`src/rtl/timer_preset_if.sv`:
```
// Load interface between the time-entry controller (master) and the countdown timer (slave).
// Handshake: tm_en is a one-cycle load strobe with no ready/back-pressure; init_* are valid
// and stable in the tm_en cycle and afterwards, and timer_done is a level driven by the timer.
interface timer_preset_if;
    logic [4:0] init_hr;
    logic [5:0] init_min;
    logic [5:0] init_sec;
    logic       tm_en;
    logic       timer_done;

    modport master (
        output init_hr,
        output init_min,
        output init_sec,
        output tm_en,
        input  timer_done
    );

    modport slave (
        input  init_hr,
        input  init_min,
        input  init_sec,
        input  tm_en,
        output timer_done
    );
endinterface

```
`src/rtl/timer_preset.sv`:
```
// Time-entry and load controller: button edges edit an hr/min/sec preset and launch the timer.
// Optional hold-to-repeat on inc/dec is compiled in with TIMER_PRESET_AUTOREPEAT_EN.
module timer_preset #(
    parameter int MAX_HR       = 23,
    parameter int ALARM_CYCLES = 10,
    parameter int REPEAT_DLY   = 4,
    parameter int REPEAT_RATE  = 2
) (
    input  logic                  clk,
    input  logic                  rst,
    input  logic                  btn_mode,
    input  logic                  btn_inc,
    input  logic                  btn_dec,
    input  logic                  btn_start,
    timer_preset_if.master        tif,
    output logic [1:0]            edit_field,
    output logic                  busy,
    output logic                  alarm,
    output logic [2:0]            state_dbg
);

    typedef enum logic [2:0] {
        IDLE    = 3'd0,
        SET_HR  = 3'd1,
        SET_MIN = 3'd2,
        SET_SEC = 3'd3,
        RUN     = 3'd4,
        ALARM   = 3'd5
    } state_e;

    localparam int             ACW        = (ALARM_CYCLES > 1) ? $clog2(ALARM_CYCLES) : 1;
    localparam logic [ACW-1:0] ALARM_LAST = ACW'(ALARM_CYCLES - 1);
    localparam logic [5:0]     HR_MAX     = 6'(MAX_HR);
    localparam logic [5:0]     MS_MAX     = 6'd59;

    state_e         state, state_d;
    logic [4:0]     hr_q, hr_d;
    logic [5:0]     min_q, min_d;
    logic [5:0]     sec_q, sec_d;
    logic           tm_en_q, tm_en_d;
    logic [ACW-1:0] acnt, acnt_d;
    logic [5:0]     hr_wide;

    // Bit order {start, dec, inc, mode}; history resets high so a held button gives no edge.
    logic [3:0] btn_lvl, btn_q, edge_r;
    logic       mode_e, inc_e, dec_e, start_e;
    logic       rep_up, rep_dn, step_up, step_dn, preset_nz;

    assign btn_lvl = {btn_start, btn_dec, btn_inc, btn_mode};
    assign mode_e  = edge_r[0];
    assign inc_e   = edge_r[1];
    assign dec_e   = edge_r[2];
    assign start_e = edge_r[3];

    always_ff @(posedge clk) begin
        if (rst) begin
            btn_q  <= '1;
            edge_r <= '0;
        end else begin
            btn_q  <= btn_lvl;
            edge_r <= btn_lvl & ~btn_q;
        end
    end

`ifdef TIMER_PRESET_AUTOREPEAT_EN
    logic [7:0] rep_cnt, rate_cnt;
    logic       in_set, held_one, rep_clr, rep_fire;

    assign in_set   = (state == SET_HR) || (state == SET_MIN) || (state == SET_SEC);
    assign held_one = in_set && (btn_q[1] ^ btn_q[2]);
    assign rep_clr  = !held_one || mode_e || start_e;
    assign rep_fire = (rep_cnt == 8'(REPEAT_DLY)) && (rate_cnt == 8'd0) && !(inc_e || dec_e);
    assign rep_up   = rep_fire && btn_q[1];
    assign rep_dn   = rep_fire && btn_q[2];

    always_ff @(posedge clk) begin
        if (rst || rep_clr) begin
            rep_cnt  <= 8'd0;
            rate_cnt <= 8'd0;
        end else if (rep_cnt != 8'(REPEAT_DLY)) begin
            rep_cnt <= rep_cnt + 8'd1;
        end else begin
            rate_cnt <= (rate_cnt == 8'(REPEAT_RATE - 1)) ? 8'd0 : rate_cnt + 8'd1;
        end
    end
`else
    assign rep_up = 1'b0;
    assign rep_dn = 1'b0;
    // Repeat timing parameters only take effect when auto-repeat is compiled in.
    if (REPEAT_DLY < 1 || REPEAT_RATE < 1) begin : g_repeat_cfg_unused
    end
`endif

    // Simultaneous inc and dec edges cancel out.
    assign step_up   = (inc_e && !dec_e) || rep_up;
    assign step_dn   = (dec_e && !inc_e) || rep_dn;
    assign preset_nz = |{hr_q, min_q, sec_q};

    function automatic logic [5:0] step_wrap(input logic [5:0] v, input logic [5:0] vmax,
                                             input logic up, input logic dn);
        logic [5:0] r;
        r = v;
        if (up)      r = (v >= vmax) ? 6'd0 : v + 6'd1;
        else if (dn) r = (v == 6'd0) ? vmax : v - 6'd1;
        return r;
    endfunction

    always_comb begin
        state_d = state;
        hr_d    = hr_q;
        min_d   = min_q;
        sec_d   = sec_q;
        tm_en_d = 1'b0;
        acnt_d  = acnt;
        hr_wide = step_wrap({1'b0, hr_q}, HR_MAX, step_up, step_dn);
        case (state)
            IDLE, SET_HR, SET_MIN, SET_SEC: begin
                if (start_e && preset_nz) begin
                    state_d = RUN;
                    tm_en_d = 1'b1;
                end else if (mode_e) begin
                    case (state)
                        IDLE:    state_d = SET_HR;
                        SET_HR:  state_d = SET_MIN;
                        SET_MIN: state_d = SET_SEC;
                        default: state_d = IDLE;
                    endcase
                end else begin
                    case (state)
                        SET_HR:  hr_d  = hr_wide[4:0];
                        SET_MIN: min_d = step_wrap(min_q, MS_MAX, step_up, step_dn);
                        SET_SEC: sec_d = step_wrap(sec_q, MS_MAX, step_up, step_dn);
                        default: ;
                    endcase
                end
            end
            RUN: begin
                if (tif.timer_done) begin
                    state_d = ALARM;
                    acnt_d  = '0;
                end
            end
            ALARM: begin
                // Any button edge silences the alarm and is otherwise consumed.
                if ((|edge_r) || (acnt == ALARM_LAST)) state_d = IDLE;
                else                                   acnt_d  = acnt + ACW'(1);
            end
            default: state_d = IDLE;
        endcase
    end

    always_ff @(posedge clk) begin
        if (rst) begin
            state   <= IDLE;
            hr_q    <= '0;
            min_q   <= '0;
            sec_q   <= '0;
            tm_en_q <= 1'b0;
            acnt    <= '0;
        end else begin
            state   <= state_d;
            hr_q    <= hr_d;
            min_q   <= min_d;
            sec_q   <= sec_d;
            tm_en_q <= tm_en_d;
            acnt    <= acnt_d;
        end
    end

    assign tif.init_hr  = hr_q;
    assign tif.init_min = min_q;
    assign tif.init_sec = sec_q;
    assign tif.tm_en    = tm_en_q;
    assign state_dbg    = state;
    assign busy         = (state == RUN);
    assign alarm        = (state == ALARM);
    assign edit_field   = (state == SET_HR || state == SET_MIN || state == SET_SEC)
                          ? state_dbg[1:0] : 2'd0;

endmodule
```
`src/flat_wrapper.sv`:
```
// flat-port wrapper written by rule: the top's interface ports become plain ports
module timer_preset_flat 
#(
    parameter int MAX_HR       = 23,
    parameter int ALARM_CYCLES = 10,
    parameter int REPEAT_DLY   = 4,
    parameter int REPEAT_RATE  = 2
)
  (clk, rst, btn_mode, btn_inc, btn_dec, btn_start, edit_field, busy, alarm, state_dbg, tif_init_hr, tif_init_min, tif_init_sec, tif_tm_en, tif_timer_done);
  timer_preset_if tif_i ();
  input  logic clk;
  input  logic rst;
  input  logic btn_mode;
  input  logic btn_inc;
  input  logic btn_dec;
  input  logic btn_start;
  output logic [1:0] edit_field;
  output logic busy;
  output logic alarm;
  output logic [2:0] state_dbg;
  output wire logic [$bits(tif_i.init_hr)-1:0] tif_init_hr;
  output wire logic [$bits(tif_i.init_min)-1:0] tif_init_min;
  output wire logic [$bits(tif_i.init_sec)-1:0] tif_init_sec;
  output wire logic [$bits(tif_i.tm_en)-1:0] tif_tm_en;
  input wire logic [$bits(tif_i.timer_done)-1:0] tif_timer_done;
  assign tif_init_hr = tif_i.init_hr;
  assign tif_init_min = tif_i.init_min;
  assign tif_init_sec = tif_i.init_sec;
  assign tif_tm_en = tif_i.tm_en;
  assign tif_i.timer_done = tif_timer_done;
  timer_preset #(.MAX_HR(MAX_HR), .ALARM_CYCLES(ALARM_CYCLES), .REPEAT_DLY(REPEAT_DLY), .REPEAT_RATE(REPEAT_RATE)) u_core (.clk(clk), .rst(rst), .btn_mode(btn_mode), .btn_inc(btn_inc), .btn_dec(btn_dec), .btn_start(btn_start), .tif(tif_i), .edit_field(edit_field), .busy(busy), .alarm(alarm), .state_dbg(state_dbg));
endmodule
```
`config.mk`:
```
export PLATFORM = sky130hd
export DESIGN_NAME = timer_preset_flat
export DESIGN_NICKNAME = d
export VERILOG_FILES = /design/src/rtl/timer_preset_if.sv /design/src/rtl/timer_preset.sv /design/src/flat_wrapper.sv
export SDC_FILE = /design/constraint.sdc
export NUM_CORES = 1
export LEC_CHECK = 0
export BUFFER_PORTS_ARGS = -buffer_cell sky130_fd_sc_hd__buf_2
export CAP_MARGIN = 20
export CORE_MARGIN = 3
export CORE_UTILIZATION = 25
export CTS_BUF_LIST = sky130_fd_sc_hd__clkbuf_16
export DETAILED_ROUTE_END_ITERATION = 12
export PLACE_DENSITY_LB_ADDON = 0.1
export SLEW_MARGIN = 20
export SYNTH_ARGS = -nofsm -noshare
export SYNTH_HDL_FRONTEND = slang
export SYNTH_SLANG_ARGS = --single-unit
```
`constraint.sdc`:
```
create_clock -name clk -period 2.35 [get_ports clk]
set_input_delay 0.235 -clock clk [delete_from_list [all_inputs] [get_ports clk]]
set_output_delay 0.235 -clock clk [all_outputs]
set_load 0.01 [all_outputs]
```
Word-level counts from Yosys, hierarchy flattened
Cells that the tools add are included.
Storage, ports and cells
  bits in registers: 33
  bits of input ports: 7
  output and inout bits: 25
  logic and storage cells: 79
Cells by class
  add/subtract/negate cells: 7
  magnitude comparators: 3
  equal/unequal tests: 10
  muxes and demuxes: 23
  bitwise logic cells: 5
  reduce and logical (&&, ||, !) cells: 23
Operators with widths (number)
  2-to-1 mux 6 bit: 8
  2-to-1 mux 5 bit: 4
  OR reduction 17 bit: 1
  AND reduction 5 bit: 3
  adder 6 x 1 -> 6 bit, second input constant: 2
  >= comparator 6 bit, second input constant: 2
  zero test 6 bit: 2
  2-to-1 mux 3 bit: 4
  subtractor 6 x 1 -> 6 bit, second input constant: 2
  case mux 3 bit (3 select lines): 1
  2-to-1 mux 4 bit: 2
  case mux 4 bit (2 select lines): 1
  OR reduction 4 bit: 2
  == test 3 x 2 -> 1 bit, second input constant: 2
  == test 3 bit, second input constant: 2
  case mux 2 bit (3 select lines): 1
  AND reduction 3 bit: 2
  adder 5 x 1 -> 5 bit, second input constant: 1
  >= comparator 5 bit, second input constant: 1
  zero test 5 bit: 1
  subtractor 5 x 1 -> 5 bit, second input constant: 1
  adder 4 x 1 -> 4 bit, second input constant: 1
  AND 4 bit: 1
  == test 4 bit, second input constant: 1
  other kinds (14): 23

Depth between registers and ports, before layout
Gate-level depths: netlist (run 1).
  word-level depth: 5
  mapped depth: 9
  gate-level depth less buffers: 7

Least setup slack after synthesis (run 1)
No wires, ideal clock.
  path kind: reg-to-reg
  from: reg u_core.sec_q[0], in the netlist u_core.tif.init_sec[0]
  to: reg u_core.min_q[5], in the netlist u_core.tif.init_min[5]
  library setup time: 70 ps
  arrival: 1944 ps
  data required time: 2280 ps
  setup slack: 336 ps
  cell stages (with the launch flop): 8
  path buffers: 0
  period minus slack after synthesis: 2014 ps
  cells stage by stage: dfxtp_1 > inv_1 > ha_1 > and4bb_2 > nand4_4 > a211o_1 > or3_1 > a21oi_1
Between the ends
  word-level cells in the longest chain between the ends: 4
RTL lines
  start: declaration: RTL line timer_preset.sv:39  | logic [5:0] sec_q, sec_d;
  start signal: assignment: RTL line timer_preset.sv:157  | sec_q <= '0;
  start signal: assignment: RTL line timer_preset.sv:164  | sec_q <= sec_d;
  OR reduction 17 bit: RTL line timer_preset.sv:97  | assign preset_nz = |{hr_q, min_q, sec_q};
  logical AND 1 bit: RTL line timer_preset.sv:118  | if (start_e && preset_nz) begin
  NOT 1 bit (no line)
  AND reduction 5 bit (no line)
  end signal: assignment: RTL line timer_preset.sv:163  | min_q <= min_d;
  end: declaration: RTL line timer_preset.sv:38  | logic [5:0] min_q, min_d;
Every way passes these cells.
A chain may end at the register's enable or synchronous reset.

Worst setup path in the final report (run 1)
  from: reg u_core.hr_q[0], in the netlist u_core.tif.init_hr[0]
  to: reg u_core.min_q[5], in the netlist u_core.tif.init_min[5]
Between the ends
  word-level cells in the longest chain between the ends: 4
RTL lines
  start: declaration: RTL line timer_preset.sv:37  | logic [4:0] hr_q, hr_d;
  start signal: assignment: RTL line timer_preset.sv:162  | hr_q <= hr_d;
  OR reduction 17 bit: RTL line timer_preset.sv:97
  logical AND 1 bit: RTL line timer_preset.sv:118
  NOT 1 bit (no line)
  AND reduction 5 bit (no line)
Every way passes these cells.

==> results of run 1 <==
## worst max-delay path, stage by stage (launching register included)
cell and delay [ns]:
dfxtp_1 0.37, inv_1 0.08, ha_1 0.19, nor4b_4 0.34, nand4_4 0.21, a211o_1 0.43
or3_1 0.37, a21oi_1 0.14
## cell type report
cell class	instances	area, sq um	area share
Multi-Input combinational cell	197	1296	0.4988
Inverter	16	60.06	0.02311
Clock buffer	5	125.1	0.04815
Clock inverter	3	46.29	0.01781
Tap cell	102	127.6	0.04911
Sequential cell	33	660.6	0.2542
Timing Repair Buffer	48	282.8	0.1088
## synth_stat cells (2+ instances only)
cell type,instances
a211oi_1,5
a21boi_0,2
a21oi_1,26
a21oi_2,2
a311oi_1,3
a31o_2,2
a31oi_1,6
and3_1,3
buf_2,2
clkbuf_1,13
dfxtp_1,33
ha_1,10
inv_1,16
nand2_1,16
nand3_1,9
nand3b_1,5
nor2_1,24
nor2b_1,3
nor3_1,5
nor3_2,2
nor3b_1,6
nor4_1,2
o2111ai_1,2
o211a_1,2
o21ai_0,21
o31ai_1,2
or2_2,4
or3_1,3
xnor2_1,3
## report_power, final
group / internal, mW / switching (mW)
sequential: 0.567 / 0.00682
combinational: 0.0259 / 0.0361
clock: 0.501 / 0.254
total: 1.09 / 0.297
## flip-flops by register name (all words and copies together) (netlist names)
| name | flops |
|---|---|
| u_core.acnt | 4 |
| u_core.edge_r | 4 |
| u_core.tif.tm_en | 1 |
| u_core.state_dbg | 3 |
| u_core.tif.init_min | 6 |
| u_core.tif.init_hr | 5 |
| u_core.tif.init_sec | 6 |
| u_core.btn_q | 4 |
## timing repair
action	4_1_cts	5_1_grt
gates resized for setup	0	1
setup endpoints to repair	0	1
hold buffers	0	0
## through the flow
stage	std cells	area (sq um)	utilization
global placement	396	2425	0.3059
CTS	404	2596	0.3275
floorplan	263	2088	-
finish	404	2599	0.3278
detailed placement	396	2425	0.3059
global route	404	2599	0.3278
## worst max path at each step
stage / endpoint / slack (ns) / depth (start not counted)
after floorplan: u_core.tif.init_min[5]$_SDFFE_PP0P_ / 0.34 / 7
after global placement: u_core.tif.init_min[5]$_SDFFE_PP0P_ / 0.18 / 7
after detailed placement: u_core.tif.init_min[5]$_SDFFE_PP0P_ / 0.13 / 7
after CTS: u_core.tif.init_min[5]$_SDFFE_PP0P_ / 0.11 / 7
after global routing: u_core.tif.init_min[5]$_SDFFE_PP0P_ / 0.002 / 7
final: u_core.tif.init_min[5]$_SDFFE_PP0P_ / 0.15 / 7
## cell families (layout without fill, tap and decap cells)
family / after synthesis / count (layout) / synth area share
muxes: 2 / 2 / 0.01019
buffers and inverters: 33 / 72 / 0.06411
xor gates and xnor gates: 4 / 4 / 0.01678
DFF: 33 / 33 / 0.3164
AOI/OAI and AO/OA: 90 / 90 / 0.2816
and+or+nand+nor: 91 / 91 / 0.2511
adders and majority gates: 10 / 10 / 0.05992
## layout by cell type, fill, tap and decap left out, types with 2 or more instances in the layout
master     synthesis  layout
or2_2              4       4
a31o_2             2       2
clkbuf_16          0       5
nor3_2             2       2
a211oi_1           5       5
a21oi_1           26      26
dfxtp_1           33      33
nor3_1             5       5
nor3b_1            6       6
o31ai_1            2       2
nand3b_1           5       5
or3_1              3       3
a311oi_1           3       3
a21boi_0           2       2
a21oi_2            2       2
nand2_1           16      16
o211a_1            2       2
o21ai_0           21      21
nor2_1            24      24
and3_1             3       3
o2111ai_1          2       2
ha_1              10       9
buf_4              0      17
buf_2              2      31
nor2b_1            3       3
nand3_1            9       9
inv_1             16      16
xnor2_1            3       3
nor4_1             2       2
a31oi_1            6       6
## layer usage
| layer | global-route usage | vias to the layer above | part of all wire |
|---|---|---|---|
| li1 | - | 1041 | - |
| met5 | 0 | - | 0 |
| met4 | 0.04366 | 0 | 0.010 |
| met2 | 0.1856 | 49 | 0.45 |
| met3 | 0.03087 | 4 | 0.050 |
| met1 | 0.1639 | 907 | 0.49 |
==> results.ini, run 1 <==
[clock_network]
cts_buffers=5
post_cts_buffers=0
htree_num_levels=2
cts_sinks=33
clockBufferDepth=2
cts-root-buf=clkbuf_16
cts_tree=yes
clk_pin_slew_ns=0.06
worstSkewPairLatency_ns=0.28

[timing]
slew_violations=0
max_slew_margin=0.5826
period_needed_ns=2.202
clock_skew_ns=0.003361
fin_crit_sh=0.9372
tightest_slew_ns=0.6261
tns_ns=0
max_freq_mhz=454.1
fin_hold_ws_ns=0.1541
rsz0062_at_grt=false
hold_violations=0
fin_ws_ns=0.1477
setup_violations=0

[yosys]
ys_seq_area_frac=0.3164
yosys_warnings=0
synth.distinct_cells=60
yosysTopAreaCellShare=0.3164
ys_seq_elements=33
ys.flop_type=dfxtp_1
synth_nets=280
synthArstFlopShare=0
synth_edf_count=0
syn_area_sq_um=2088
synth_top_area_cell=dfxtp_1
syn_avg_cell_area_sq_um=7.940
synth_area_leaders=dfxtp_1, a21oi_1, ha_1, o21ai_0, nor2_1
syn-instance-count=263

[flow_run]
max_cap_violations=0

[die]
start_util=0.2634
die_w_um=97.40
core_sq_um=7928
ios=32
die_y_um=97.40
core.rowCount=32
die-area_sq_um=9486

[critical_path]
worst_setup_path_end_kind=flip-flop
worstPathArrival_ns=2.41
r2r-end=u_core.tif.init_min[5]$_SDFFE_PP0P_
r2r_slack_ns=0.15
cp-startpoint=u_core.tif.init_hr[0]$_SDFFE_PP0P_
r2r_cells=7
path_class=reg2reg
cp_max_fo=8
start_kind=flip-flop
crit_required_ns=2.56
rr_startpoint=u_core.tif.init_hr[0]$_SDFFE_PP0P_

[drt]
drtIter0Drc=104
finalWirelength_um=5600
wl_per_cell_um=13.86
detail_route.first_pass.iterations=6
via_count=2001
ant_nets=0
drc=0
vias_per_cell=4.953

[worst_hold_path]
hold_depth=2
worstHoldPathType=in2reg
min_to=u_core.btn_q[3]$_SDFF_PP1_
min-delay-start=btn_start

[grt]
grt_usage=0.1211
grt_max_degree=32
grt_pass1_vias=1914
antenna_found_initial=0
grt_pass1_wl_um=9446
overflow=0

[place]
hpwl_um=3950
dp_slack_ns=0.1313
place_congestion=0.7748
port_buffers=31

[pwr]
power_mw=1.392
cellLeakagePower_nw=1.053
p_per_area_nw_per_um2=535.5
peakVddDrop_mv=0.3704

[cells_and_area]
fin_nets=318
area_delta_synth_final_pct=24.45
antenna_cells=0
drive_gt1_frac=0.2483
fillers=867

[run_status]
run_status=completed

No activity file was read; power rests on OpenSTA's default activity.
==> run 2, diff against run 1 <==
Settings changed: CTS_BUF_LIST sky130_fd_sc_hd__clkbuf_16 to sky130_fd_sc_hd__clkbuf_8, REMOVE_ABC_BUFFERS set to 1.
==> results.ini, run 2 (synthesis gave the netlist of run 1 again) <==
[run_status]
run_status=completed

[cells_and_area]
final_cells=400
fin_nets=314
multi_input_comb_area_sq_um=1294
layout_commonest_cell=dfxtp_1
layout.area.seq_sq_um=660.6
fillers=880
postLayoutCoreUtil=0.3149
final_cell_mix=dfxtp_1, buf_2, a21oi_1
antenna_cells=0
drive_gt1_frac=0.2349
area_delta_synth_final_pct=19.53

[drt]
top_layer_used=met4
detail_route.first_pass.iterations=4
wl_met1_um=2879
vias_per_cell=5.030
drtIter0Drc=54
ant_nets=0
dr_wl_met3_um=236
drc=0
via_count=2012
finalWirelength_um=5602
wl_met2_um=2413
wl_per_cell_um=14.01

[grt]
antenna_found_initial=0
grt_usage=0.1176
grt_max_degree=32
overflow=0
grt_pass1_vias=1832
grt_pass1_wl_um=9280

[timing]
fin_crit_sh=0.9216
tns_ns=0
clock_skew_ns=0.004158
setup_violations=0
rsz0062_at_grt=true
fin_hold_ws_ns=0.1455
tightest_slew_ns=0.6100
fin_ws_ns=0.1842
max_slew_margin=0.5934
hold_violations=0
slew_violations=0
max_freq_mhz=461.7
period_needed_ns=2.166

[die]
core.rowCount=32
core_sq_um=7928
die_y_um=97.40
die_w_um=97.40
start_util=0.2634
die-area_sq_um=9486
ios=32

[place]
hpwl_um=3963
dp_slack_ns=0.1743
dp.cells=392
port_buffers=31
place_congestion=0.7745

[critical_path]
path_class=reg2reg
worstPathArrival_ns=2.38
crit_required_ns=2.57
start_kind=flip-flop
r2r-end=u_core.tif.init_min[5]$_SDFFE_PP0P_
rr_startpoint=u_core.tif.init_hr[0]$_SDFFE_PP0P_
cp_max_fo=8
r2r_cells=7
r2r_slack_ns=0.18
worst_setup_path_end_kind=flip-flop
cp-startpoint=u_core.tif.init_hr[0]$_SDFFE_PP0P_

[worst_hold_path]
min_to=u_core.btn_q[2]$_SDFF_PP1_
hold_depth=2
min-delay-start=btn_dec
worstHoldPathType=in2reg

[clock_network]
clk_pin_slew_ns=0.07
cts_tree=yes
worstSkewPairLatency_ns=0.28
htree_num_levels=2
cts_buffers=5
cts_sinks=33
clockBufferDepth=2
cts-root-buf=clkbuf_8

[flow_run]
max_cap_violations=0

[pwr]
p_clk_frac=0.431
p_per_area_nw_per_um2=447.1
p_sw_mw=0.2590
p_seq_frac=0.514
peakVddDrop_mv=0.2206
intPower_mw=0.8571
cellLeakagePower_nw=1.006
pwr-share-comb=0.056
sw_frac_of_total=0.2321

run 2: cell types whose count changed in the layout (fill, tap and decap cells not counted), sizes merged:
cell      previous run  this run
bufinv               1         0
buf                 48        44
clkbuf               5         7
clkinvlp             1         0
run 2: power groups by stage:
stage / clock network [mW] / registers (mW) / logic (mW)
after detailed placement: 0 / 0.586 / 0.0625
after floorplan: 0 / 0.586 / 0.0339
after global placement: 0 / 0.586 / 0.0632
final: 0.481 / 0.573 / 0.0622
after CTS: 0.507 / 0.573 / 0.0630
after global routing: 0.534 / 0.574 / 0.0698
run 2: critical path, cell delays in order, from the launching register on:
cell and delay (ns):
dfxtp_1 0.38, inv_1 0.08, ha_1 0.19, nor4b_4 0.32, nand4_4 0.20, a211o_1 0.42
or3_1 0.36, a21oi_1 0.13
run 2: metrics by stage:
| stage | power (mW) | area [sq um] |
|---|---|---|
| finish | 1.116 | 2496 |
| global route | 1.178 | 2496 |
| CTS | 1.143 | 2496 |
| detailed placement | 0.6487 | 2395 |
| global placement | 0.6495 | 2395 |
| floorplan | 0.6195 | 2014 |
run 2: timing repair:
item,in CTS,in global routing
setup buffers,0,0
hold buffers,0,0
resized for setup,0,0
endpoints found under the setup margin,0,3
run 2: how the worst max path moves through the flow:
stage	end	cells after the start
2_1_floorplan	u_core.tif.init_min[5]$_SDFFE_PP0P_	6
3_3_place_gp	u_core.tif.init_min[5]$_SDFFE_PP0P_	7
3_5_place_dp	u_core.tif.init_min[5]$_SDFFE_PP0P_	7
4_1_cts	u_core.tif.init_min[5]$_SDFFE_PP0P_	7
5_1_grt	u_core.tif.init_min[5]$_SDFFE_PP0P_	7
6_report	u_core.tif.init_min[5]$_SDFFE_PP0P_	7
run 2: area by class of cell:
class | instances | area share
tap | 102 | 0.05113
inverter | 16 | 0.02406
sequential | 33 | 0.2647
clock buffer | 7 | 0.03860
timing repair buffer | 44 | 0.1013
multi-input combinational | 197 | 0.5183
clock inverter | 1 | 0.002005
run 2: metal layers:
layer | vias up | global-route usage
li1 | 1032 | -
met1 | 927 | 0.1625
met2 | 48 | 0.1771
met3 | 5 | 0.03015
met4 | 0 | 0.04047
met5 | - | 0
==> run 3, diff against run 2 <==
Settings changed: CORE_ASPECT_RATIO set to 0.5.
==> results.ini, run 3 (synthesis gave the netlist of run 1 again) <==
[critical_path]
crit_slowest_cell=a211o_4
cp_top_family=simple AND/OR/NAND/NOR gates
r2r_cells=7
start_kind=flip-flop
worst_setup_path_end_kind=flip-flop
path_class=reg2reg
slowest_delay_ns=0.42
worst-path-buf-inv=1
crit_required_ns=2.58
path_depth=7
cp_max_fo=7
worstPathArrival_ns=2.39
crit_chain=inv_1 > ha_1 > and4bb_2 > nand4_4 > a211o_4 > or3_1 > a21oi_1

[clock_network]
clockBufferDepth=2
cts_sinks=33
post_cts_buffers=0
cts_buffers=5
cts_tree=yes
clk_pin_slew_ns=0.08
worstSkewPairLatency_ns=0.30
htree_num_levels=2
cts-root-buf=clkbuf_8
postCtsHoldBufs=0

[timing]
period_needed_ns=2.162
tightest_slew_ns=0.6190
rsz0062_at_grt=false
hold_violations=0
max_slew_margin=0.5873
max_freq_mhz=462.6
tns_ns=0
fin_hold_ws_ns=0.1312
fin_crit_sh=0.9199
slew_violations=0
clock_skew_ns=0.006312
setup_violations=0

[cells_and_area]
fin_nets=313
postLayoutCoreUtil=0.3271
final_cell_mix=dfxtp_1, buf_2, a21oi_1
drive_gt1_frac=0.2424
final_cells=405
area_delta_synth_final_pct=20.73
layout_commonest_cell=dfxtp_1
antenna_cells=0

[pwr]
pwr-share-comb=0.051
intPower_mw=0.9089
sw_frac_of_total=0.2394
p_per_area_nw_per_um2=474.0
p_seq_frac=0.480
peakVddDrop_mv=0.2231
p_clk_frac=0.469
cellLeakagePower_nw=1.004
power_mw=1.195
p_sw_mw=0.2861

[run_status]
run_status=completed

[place]
dp.cells=397
hpwl_um=3823
place_congestion=0.8211
port_buffers=31

[die]
core_sq_um=7707
die-area_sq_um=9552
start_util=0.2709
ios=32
die_y_um=70.63
die_w_um=135.3
core.rowCount=22

[drt]
detail_route.first_pass.iterations=4
vias_per_cell=5.000
via_count=2025
wl_per_cell_um=13.35
drtIter0Drc=193
drc=0
ant_nets=0
finalWirelength_um=5408

[grt]
grt_max_degree=32
grt_pass1_wl_um=9211
overflow=0
grt_usage=0.1179
antenna_found_initial=0
grt_pass1_vias=1838

[worst_hold_path]
worstHoldPathType=in2reg
hold_depth=2

[flow_run]
max_cap_violations=0

-- run 3: routing by layer --
| layer | GRT usage | part of all wire | vias up |
|---|---|---|---|
| li1 | - | - | 1039 |
| met1 | 0.1717 | 0.50 | 917 |
| met2 | 0.1674 | 0.42 | 64 |
| met3 | 0.03338 | 0.063 | 5 |
| met4 | 0.03687 | 0.011 | 0 |
| met5 | 0 | 0 | - |
-- run 3: through the flow --
stage | cell area, sq um | setup WS, ns
after floorplan | 2014 | 0.2204
after global placement | 2395 | 0.2072
after detailed placement | 2395 | 0.1192
after CTS | 2510 | 0.09290
after global routing | 2521 | 0.01236
final | 2521 | 0.1882
-- run 3: timing repair --
action	in CTS	in global routing
endpoints found under the hold margin	0	0
gates resized for setup	0	3
setup endpoints to repair	0	3
-- run 3: layout make-up --
type / count / area (sq um)
Fill cell: 836 / 5186
Multi-Input combinational cell: 197 / 1305
Sequential cell: 33 / 660.6
Timing Repair Buffer: 43 / 245.2
Tap cell: 108 / 135.1
Clock buffer: 5 / 68.82
Inverter: 16 / 60.06
Clock inverter: 3 / 46.29
-- run 3: path summary, 6_finish.rpt --
path,startpoint,end,slack [ns]
min,btn_dec,u_core.btn_q[2]$_SDFF_PP1_,0.13
max,u_core.tif.init_min[1]$_SDFFE_PP0P_,u_core.tif.init_min[5]$_SDFFE_PP0P_,0.19
max reg2reg,u_core.tif.init_min[1]$_SDFFE_PP0P_,u_core.tif.init_min[5]$_SDFFE_PP0P_,0.19
min reg2reg,u_core.btn_q[1]$_SDFF_PP1_,u_core.edge_r[1]$_SDFF_PP0_,0.38
-- run 3: power by group through the flow --
stage	logic, mW	clock network (mW)	registers [mW]
2_1_floorplan	0.0339	0	0.586
3_5_place_dp	0.0612	0	0.586
4_1_cts	0.0616	0.583	0.573
3_3_place_gp	0.0622	0	0.586
5_1_grt	0.0700	0.606	0.575
6_report	0.0613	0.561	0.573
-- run 3: worst reg2reg max path: cells and delay by family (launching register included) --
family / cells / cell delay [ns]
DFF: 1 / 0.36
adders and majority gates: 1 / 0.21
buffers and inverters: 1 / 0.16
AOI/OAI and AO/OA: 2 / 0.56
and+or+nand+nor: 3 / 0.80
